`config.mk`:
```
export PLATFORM = sky130hd
export DESIGN_NAME = kypd_scan_ctrl
export DESIGN_NICKNAME = d
export VERILOG_FILES = /design/src/rtl/kypd_pkg.sv /design/src/rtl/kypd_row_sync.sv /design/src/rtl/kypd_scan_ctrl.sv
export SDC_FILE = /design/constraint.sdc
export NUM_CORES = 1
export LEC_CHECK = 0
export CAP_MARGIN = 30
export CORE_ASPECT_RATIO = 0.9
export CORE_MARGIN = 1
export CORE_UTILIZATION = 60
export CTS_CLUSTER_DIAMETER = 120
export DETAILED_ROUTE_END_ITERATION = 12
export GPL_ROUTABILITY_DRIVEN = 0
export PLACE_DENSITY = 0.8
export REMOVE_ABC_BUFFERS = 1
export SLEW_MARGIN = 20
export SYNTH_ARGS = -nofsm -noshare
export SYNTH_HDL_FRONTEND = slang
export SYNTH_SLANG_ARGS = --single-unit
```
`constraint.sdc`:
```
create_clock -name clk -period 8 [get_ports clk]
set_clock_uncertainty 0.05 [all_clocks]
set_input_delay 0.8 -clock clk [delete_from_list [all_inputs] [get_ports clk]]
set_output_delay 0.8 -clock clk [all_outputs]
set_load 0.01 [all_outputs]
```
`src/rtl/kypd_pkg.sv`:
```
// Shared constants and map helpers for the PmodKYPD 4x4 keypad scanner.
// Map bit index is {col, row}: bit 4*col + row is set when that key is pressed.
package kypd_pkg;

   localparam logic [3:0]  COL_IDLE = 4'b1111;
   // Column drive patterns, column c at bits [4c+3:4c]
   localparam logic [15:0] COL_PAT  = 16'b0111_1011_1101_1110;
   // Key code per map bit, entry i at bits [4i+3:4i]
   localparam logic [63:0] KEY_LUT  = 64'hDCBA_E963_F852_0741;

   typedef enum logic {
      ST_IDLE,
      ST_SCAN
   } state_e;

   typedef enum logic [1:0] {
      MAP_NONE,
      MAP_SINGLE,
      MAP_MULTI
   } map_kind_e;

   function automatic logic [3:0] col_drive(input logic [1:0] col);
      return COL_PAT[4*col +: 4];
   endfunction

   function automatic map_kind_e map_kind(input logic [15:0] map);
      logic [4:0] n;
      n = '0;
      for (int i = 0; i < 16; i++) n = n + {4'b0000, map[i]};
      if (n == 5'd0)      return MAP_NONE;
      else if (n == 5'd1) return MAP_SINGLE;
      else                return MAP_MULTI;
   endfunction

   // Only meaningful for a one-hot map
   function automatic logic [3:0] key_lookup(input logic [15:0] map);
      logic [3:0] code;
      code = '0;
      for (int i = 0; i < 16; i++) begin
         if (map[i]) code = KEY_LUT[4*i +: 4];
      end
      return code;
   endfunction

endpackage

```
`src/rtl/kypd_row_sync.sv`:
```
// Two-flop synchroniser for the asynchronous keypad row inputs.
// Resets to all-ones so an idle keypad reads as "no key" from the first cycle.
module kypd_row_sync (
   input  logic       clk,
   input  logic       rst_n,
   input  logic [3:0] row_in,
   output logic [3:0] row_out
);

   logic [3:0] row_meta;

   // NOTE: sequential state uses non-blocking assignments so both stages
   // sample their inputs before either updates, giving a true two-stage chain.
   always_ff @(posedge clk or negedge rst_n) begin
      if (!rst_n) begin
         row_meta <= 4'b1111;
         row_out  <= 4'b1111;
      end else begin
         row_meta <= row_in;
         row_out  <= row_meta;
      end
   end

endmodule

```
`src/rtl/kypd_scan_ctrl.sv`:
```
// Column-scanning controller for the 4x4 PmodKYPD: builds full-keypad frames,
// debounces them and emits key press / release events with a hex key code.
module kypd_scan_ctrl
   import kypd_pkg::*;
#(
   parameter int SCAN_DIV       = 100000,
   parameter int DEBOUNCE_SCANS = 10,
   parameter int CNT_W          = 17
) (
   input  logic       clk,
   input  logic       sys_rst_n,
   input  logic       scan_en,
   input  logic [3:0] Row,
   output logic [3:0] Col,
   output logic [3:0] key_code,
   output logic       key_valid,
   output logic       key_release,
   output logic       key_held,
   output logic       multi_key
);

   localparam int               ST_W       = $clog2(DEBOUNCE_SCANS + 1);
   localparam logic [CNT_W-1:0] DWELL_LAST = CNT_W'(SCAN_DIV - 1);
   localparam logic [ST_W-1:0]  STABLE_MAX = ST_W'(DEBOUNCE_SCANS);

   state_e           state, state_nxt;
   logic [CNT_W-1:0] dwell_cnt;
   logic [1:0]       col_idx;
   logic [15:0]      raw_map, raw_nxt;
   logic [15:0]      prev_map, deb_map, deb_map_d;
   logic [ST_W-1:0]  stable_cnt, stable_nxt;
   logic [3:0]       row_s;
   logic             scanning, abort, dwell_last, frame_end, deb_changed;
   map_kind_e        deb_kind;

   kypd_row_sync u_row_sync (
      .clk     (clk),
      .rst_n   (sys_rst_n),
      .row_in  (Row),
      .row_out (row_s)
   );

   always_ff @(posedge clk or negedge sys_rst_n) begin
      if (!sys_rst_n) state <= ST_IDLE;
      else            state <= state_nxt;
   end

   // NOTE: every signal driven here gets a default first, so no path through
   // the case statement can leave one unassigned and infer a latch.
   always_comb begin
      state_nxt = state;
      Col       = COL_IDLE;
      case (state)
         ST_IDLE: if (scan_en) state_nxt = ST_SCAN;
         ST_SCAN: begin
            Col = col_drive(col_idx);
            if (!scan_en) state_nxt = ST_IDLE;
         end
         default: state_nxt = ST_IDLE;
      endcase
   end

   assign scanning   = (state == ST_SCAN) && scan_en;
   assign abort      = (state == ST_SCAN) && !scan_en;
   assign dwell_last = scanning && (dwell_cnt == DWELL_LAST);
   assign frame_end  = dwell_last && (col_idx == 2'd3);

   // Raw map with the current column's sample merged in; on column 3 this is the full frame
   always_comb begin
      raw_nxt = raw_map;
      raw_nxt[4*col_idx +: 4] = ~row_s;
   end

   always_ff @(posedge clk or negedge sys_rst_n) begin
      if (!sys_rst_n) begin
         dwell_cnt <= '0;
         col_idx   <= '0;
         raw_map   <= '0;
      end else if (!scanning) begin
         dwell_cnt <= '0;
         col_idx   <= '0;
         raw_map   <= '0;
      end else if (dwell_last) begin
         dwell_cnt <= '0;
         col_idx   <= col_idx + 2'd1;
         raw_map   <= raw_nxt;
      end else begin
         dwell_cnt <= dwell_cnt + 1'b1;
      end
   end

   always_comb begin
      if (raw_nxt != prev_map)          stable_nxt = ST_W'(1);
      else if (stable_cnt == STABLE_MAX) stable_nxt = stable_cnt;
      else                              stable_nxt = stable_cnt + 1'b1;
   end

   always_ff @(posedge clk or negedge sys_rst_n) begin
      if (!sys_rst_n) begin
         prev_map   <= '0;
         stable_cnt <= '0;
         deb_map    <= '0;
      end else if (abort) begin
         prev_map   <= '0;
         stable_cnt <= '0;
         deb_map    <= '0;
      end else if (frame_end) begin
         prev_map   <= raw_nxt;
         stable_cnt <= stable_nxt;
         if (stable_nxt == STABLE_MAX) deb_map <= raw_nxt;
      end
   end

   assign deb_kind    = map_kind(deb_map);
   assign deb_changed = (deb_map != deb_map_d);

   // Aborting also clears the delayed map so the forced drop to zero raises no release
   always_ff @(posedge clk or negedge sys_rst_n) begin
      if (!sys_rst_n) begin
         deb_map_d   <= '0;
         key_code    <= '0;
         key_valid   <= 1'b0;
         key_release <= 1'b0;
         key_held    <= 1'b0;
         multi_key   <= 1'b0;
      end else if (abort) begin
         deb_map_d   <= '0;
         key_valid   <= 1'b0;
         key_release <= 1'b0;
         key_held    <= 1'b0;
         multi_key   <= 1'b0;
      end else begin
         deb_map_d   <= deb_map;
         key_valid   <= deb_changed && (deb_kind == MAP_SINGLE);
         key_release <= deb_changed && (deb_kind == MAP_NONE);
         key_held    <= (deb_kind != MAP_NONE);
         multi_key   <= (deb_kind == MAP_MULTI);
         if (deb_changed && (deb_kind == MAP_SINGLE)) key_code <= key_lookup(deb_map);
      end
   end

endmodule

```
# Word level (Yosys, flattened, before mapping)
# Cells that the tools add are included.
# W data, S select, Z words.
# word_totals
wordCells	104
input_bits	7
output_inout_bits	12
regBits	104
# op_classes
bitwise	2
addsub	19
n_mux	41
n_shift	3
eq_ne	10
reduce_logical	14
# op_table
cell	n
$mux W16	8
$mux W4	20
$add A5 B1 Y5	11
$mux W17	2
$neg A4 Y34	1
$shift A4 B34 Y16 const A	1
$shiftx A4 B34 Y16	1
$ne A16 B16 Y1	2
$add A17 B1 Y17 const B	1
$eq A17 B17 Y1 const B	1
$bwmux W16	1
$shiftx A16 B5 Y4 const A	1
$eq A4 B4 Y1 const B	2
$mux W2	4
$logic_and A1 B1 Y1	6
$mux W1	6
$reduce_bool A2 Y1	3
$add A4 B1 Y5	1
$eq A5 B1 Y1 const B	1
$logic_not A5 Y1	1
$add A3 B1 Y4	1
$add A4 B1 Y4 const B	1
$eq A2 B2 Y1 const B	2
$not A4 Y4	1
other kinds (9)	10

# Logic depth before layout (Yosys ltp)
# depth
depth_word	21
depth_mapped	15
depth_no_buf	15

# Modules after synthesis
# From an unflattened synthesis, not the netlist that was laid out.
# unflattened
cells_unflattened	547
area_unflattened_um2	5669.2
# modules_own_cells
mod	area_per_inst_um2	seq_area_each_um2	instances	cells_each
kypd_scan_ctrl	5459.0	2402.3	1	539
kypd_row_sync	210.2	210.2	1	8

# Worst setup path after synthesis
# Ideal clock, no wire load.
# synth_path
path_kind	register -> register
start	register deb_map[5]
end	register key_code[1]
setup_time_ps	125
path_buffers	0
path_slack_ps	3332
required_time_ps	7825
stages_incl_launch_ff	15
synth_period_minus_slack_ps	4668
arrival_ps	4493
cell_sequence	dfrtp_1 > inv_1 > fa_1 > inv_1 > fa_1 > fa_1 > inv_1 > fa_1 > inv_1 > ha_1 > fa_1 > o21a_1 > or4_1 > nor3_1 > mux2_2
# synth_between
elab_chain_len	17
elab_cells_between_ends	30
cone_classes	11 x add/sub; 3 x eq/ne; 13 x mux; 3 x reduce/logical
# synth_lines
item	line	rtl
start: declaration	kypd_scan_ctrl.sv:30	logic [15:0] prev_map, deb_map, deb_map_d;
start signal: assignment	kypd_scan_ctrl.sv:110	if (stable_nxt == STABLE_MAX) deb_map <= raw_nxt;
$add A5 B1 Y5 (11 in series)	kypd_pkg.sv:29	for (int i = 0; i < 16; i++) n = n + {4'b0000, map[i]};
$eq A5 B1 Y1	kypd_pkg.sv:31	else if (n == 5'd1) return MAP_SINGLE;
$mux W2	kypd_pkg.sv:31	
$mux W2	kypd_pkg.sv:30	if (n == 5'd0) return MAP_NONE;
$eq A2 B1 Y1	kypd_scan_ctrl.sv:138	if (deb_changed && (deb_kind == MAP_SINGLE)) key_code <= key_lookup(deb_map);
$logic_and A1 B1 Y1	kypd_scan_ctrl.sv:138	
$reduce_and A2 Y1 (no source line)	--	
end signal: assignment	kypd_scan_ctrl.sv:138	
end: declaration	kypd_scan_ctrl.sv:15	output logic [3:0] key_code,
# Parallel ways exist; a longest one is shown, timed or not.
# A chain may end at the register's enable or synchronous reset.

# Final worst setup path
# layout_path
start	register deb_map[9]
end	register key_code[2]
# layout_between
elab_chain_len	13
elab_cells_between_ends	22
cone_classes	7 x add/sub; 3 x eq/ne; 9 x mux; 3 x reduce/logical
# layout_lines
item	line
$add A5 B1 Y5 (7 in series)	kypd_pkg.sv:29
$eq A5 B1 Y1	kypd_pkg.sv:31
$mux W2	kypd_pkg.sv:31
$mux W2	kypd_pkg.sv:30
$eq A2 B1 Y1	kypd_scan_ctrl.sv:138
$logic_and A1 B1 Y1	kypd_scan_ctrl.sv:138
$reduce_and A2 Y1 (no source line)	--
# Parallel ways exist; a longest one is shown, timed or not.

==> out/qor.txt <==
outcome: finished, final reports clean
P_leak: 2.82 nW
hold_ws: 310 ps
DRT iter0 DRCs: 387
Clock Tree Root: clkbuf_8
ys flop type: dfrtp_1
Yosys top cell area share: 42.5%
internal power: 0.000747 W
Die Span Y: 94.1 um
startpoint types: flip-flop
area grow syn2layout: 8.44%
Cells after DPL: 664
Post-Synthesis Cells: 539
Die X: 104 um
CP Class: reg2reg
Hold Path Class: reg2reg
CP peak stage delay: 530 ps
Sum Neg Setup Slack: 0 ps
Final Util: 67.1%
placed inst area: 5900 um^2
top routing layer used: met4
worst path arrival time: 5230 ps
Buffers on Ports: 18
RSZ-0062 raised after global routing: false
antenna violations before repair: 0
# fillers: 693
Peak Freq: 0.199 GHz
period utilisation layout: 62.8%
drt wl/cell: 18.8 um
design area: 6130 um^2
worst rel slew slack: 45.9%
met1 wire length: 5.39 mm
register area share after synthesis: 46.2%
minimum clock period: 5020 ps
worst skew pair latency: 370 ps
Pwr Density: 158 nW/um^2
# H-tree levels: 3
Initial Utilization: 61.9%
via count: 4321
Overflow after GRT: 0
Area contributors post-synth: dfrtp_1 (43%), a22o_1 (6.8%), nand3b_1 (4.4%)
yosys warns: 0
cts repair resizes: 0
# rows: 33
CORE AREA: 9130 um^2
Switching Fraction: 23.1%
combinational power share: 6.9%
clock transition at the registers of the reported paths: 90 ps
IO Pins: 19
post-DP HPWL: 9.04 mm
clock power share: 36.7%
first-pass GRT wire length: 20.7 mm
commonest non-fill, non-tap cell in the layout: dfrtp_1
Netlist Area Pre-Place: 5650 um^2
worst-case clock buffer depth: 2
die area: 9810 um^2
final setup vio count: 0
final wirelength: 12.8 mm
CTS Buf Count: 9
Async SR Flop Fraction: 100%
CP max FO: 6
flops & latches, synth: 104
Max-Cap Viols: 0
Worst path slowest cell: nor3_1
worst vdd ir: 115 uV
Met2 Wirelength: 6.01 mm
# diodes: 0
wire length on met3: 1.03 mm
Worst-Margin Slew: 808 ps
layout net count: 585
Reg power frac: 56.4%
Hold Violations, Final: 0
top cell type by total area after synthesis: dfrtp_1
remaining antenna violation count: 0
Netlist cell types: 59
number of flops mapped to enable cells by yosys: 0
Finished Layout Cells: 681
vias in the first global route: 4163
Avg Cell Area, Syn: 10.5 um^2
final max-slew violation count: 0
CTS tree: yes
Post CTS Setup Buffer Count: 0
GRT Overall Usage: 27.8%
Psw: 0.000224 W
share of cells above drive strength 1: 9.48%
hold buffer count at cts: 0
Pre-antenna DRT Iters: 5
most frequent cells in the layout: dfrtp_1 (96), inv_1 (61), a22o_1 (44)
DRC violations left: 0
most frequent CP cell: fa_1
WP data required: 8210 ps
Crit. End Element: flip-flop
Vias/cell: 6.35
largest net degree at the start of global routing: 67
Cell Chain, Critical Path: inv_1 > fa_1 > inv_1 > fa_1 > fa_1 > inv_1 > fa_1 > inv_1 > ha_1 > fa_1 > o21a_1 > or4_1 > nor3_1 > mux2_2
Sink Count: 104
power by group through the flow:
stage          logic [W]  registers, W  clock network [W]
2_1_floorplan  0.0000219      0.000559                  0
5_1_grt        0.0000741      0.000549           0.000386
6_report       0.0000673      0.000547           0.000356
3_5_place_dp   0.0000677      0.000557                  0
3_3_place_gp   0.0000662      0.000557                  0
4_1_cts        0.0000680      0.000547           0.000366
per-layer routing:
layer | up-vias | GRT usage (%)
met4 | 0 | 11.2
met3 | 31 | 7.42
met1 | 2134 | 37.3
li1 | 1978 | -
met5 | - | 0
met2 | 178 | 43.3
per-stage QoR:
step                power, W  worst slack (ps)
finish              0.000971              2980
global route         0.00101              2800
CTS                 0.000981              2990
detailed placement  0.000625              3020
global placement    0.000623              3180
floorplan           0.000581              3330
cells in the mapped netlist, types with 2 or more instances:
cell type / instances
a22o_2: 4
xor2_1: 27
or4_1: 3
fa_1: 10
nand3b_1: 33
nor3_1: 7
o21ai_1: 4
and4_1: 2
ha_1: 14
a22o_1: 44
o21ai_0: 18
xnor2_1: 4
or2_2: 3
dfstp_2: 8
or3b_1: 2
a21oi_1: 11
a221oi_1: 15
nor4_4: 2
nor4bb_1: 3
buf_2: 5
clkbuf_1: 11
mux2_2: 3
o211ai_1: 4
nor4_1: 5
o32ai_1: 9
nor2_1: 43
o22ai_1: 12
nand4_1: 7
nand3_1: 12
o22ai_2: 2
nand2_1: 24
buf_6: 5
inv_1: 61
dfrtp_1: 96
or3_1: 2
final cells by class:
class                      instances  area [um^2]  share of cell area, %
multi-input combinational        350         2660                   43.5
sequential                       104         2610                   42.6
timing repair buffer              27          248                   4.04
inverter                          62          233                   3.80
tap                              122          153                   2.49
clock buffer                      10          128                   2.08
clock inverter                     6         90.1                   1.47
flip-flops by register name, indices dropped and copies added, names as in the netlist:
name,cells
col_idx,2
deb_map,16
deb_map_d,16
dwell_cnt,17
key_code,4
key_held,1
key_release,1
key_valid,1
multi_key,1
prev_map,16
raw_map,16
stable_cnt,4
state,1
u_row_sync.row_meta,4
u_row_sync.row_out,4
worst max-delay path, delay by kind of cell, from the launching register on:
family                   cells  cell delay [ps]
adder cells (fa/ha/maj)      6             2500
AO/OA/AOI/OAI                1              190
buffers and inverters        4              390
multiplexers                 1              400
flip-flops                   1              420
AND/OR/NAND/NOR              2              950
worst paths after layout:
path / start / end / slack, ps / cells after the start
min in group asynchronous: sys_rst_n / prev_map[5]$_DFFE_PN0P_ / 340 / 1
min: u_row_sync.row_meta[2]$_DFF_PN1_ / u_row_sync.row_out[2]$_DFF_PN1_ / 310 / 0
max in group asynchronous: sys_rst_n / deb_map[15]$_DFFE_PN0P_ / 6380 / 2
max: deb_map[9]$_DFFE_PN0P_ / key_code[2]$_DFFE_PN0P_ / 2980 / 14
min reg2reg: u_row_sync.row_meta[2]$_DFF_PN1_ / u_row_sync.row_out[2]$_DFF_PN1_ / 310 / 0
max reg2reg: deb_map[9]$_DFFE_PN0P_ / key_code[2]$_DFFE_PN0P_ / 2980 / 14
cell families after synthesis:
group	Yosys count	synth area share [%]
simple gates	157	16.4
compound gates	134	18.4
flops	104	46.2
buf+inv	85	6.78
xor+xnor	31	4.81
fa+ha+maj	24	6.64
mux	4	0.775
Power figures use the tool's default switching activity.
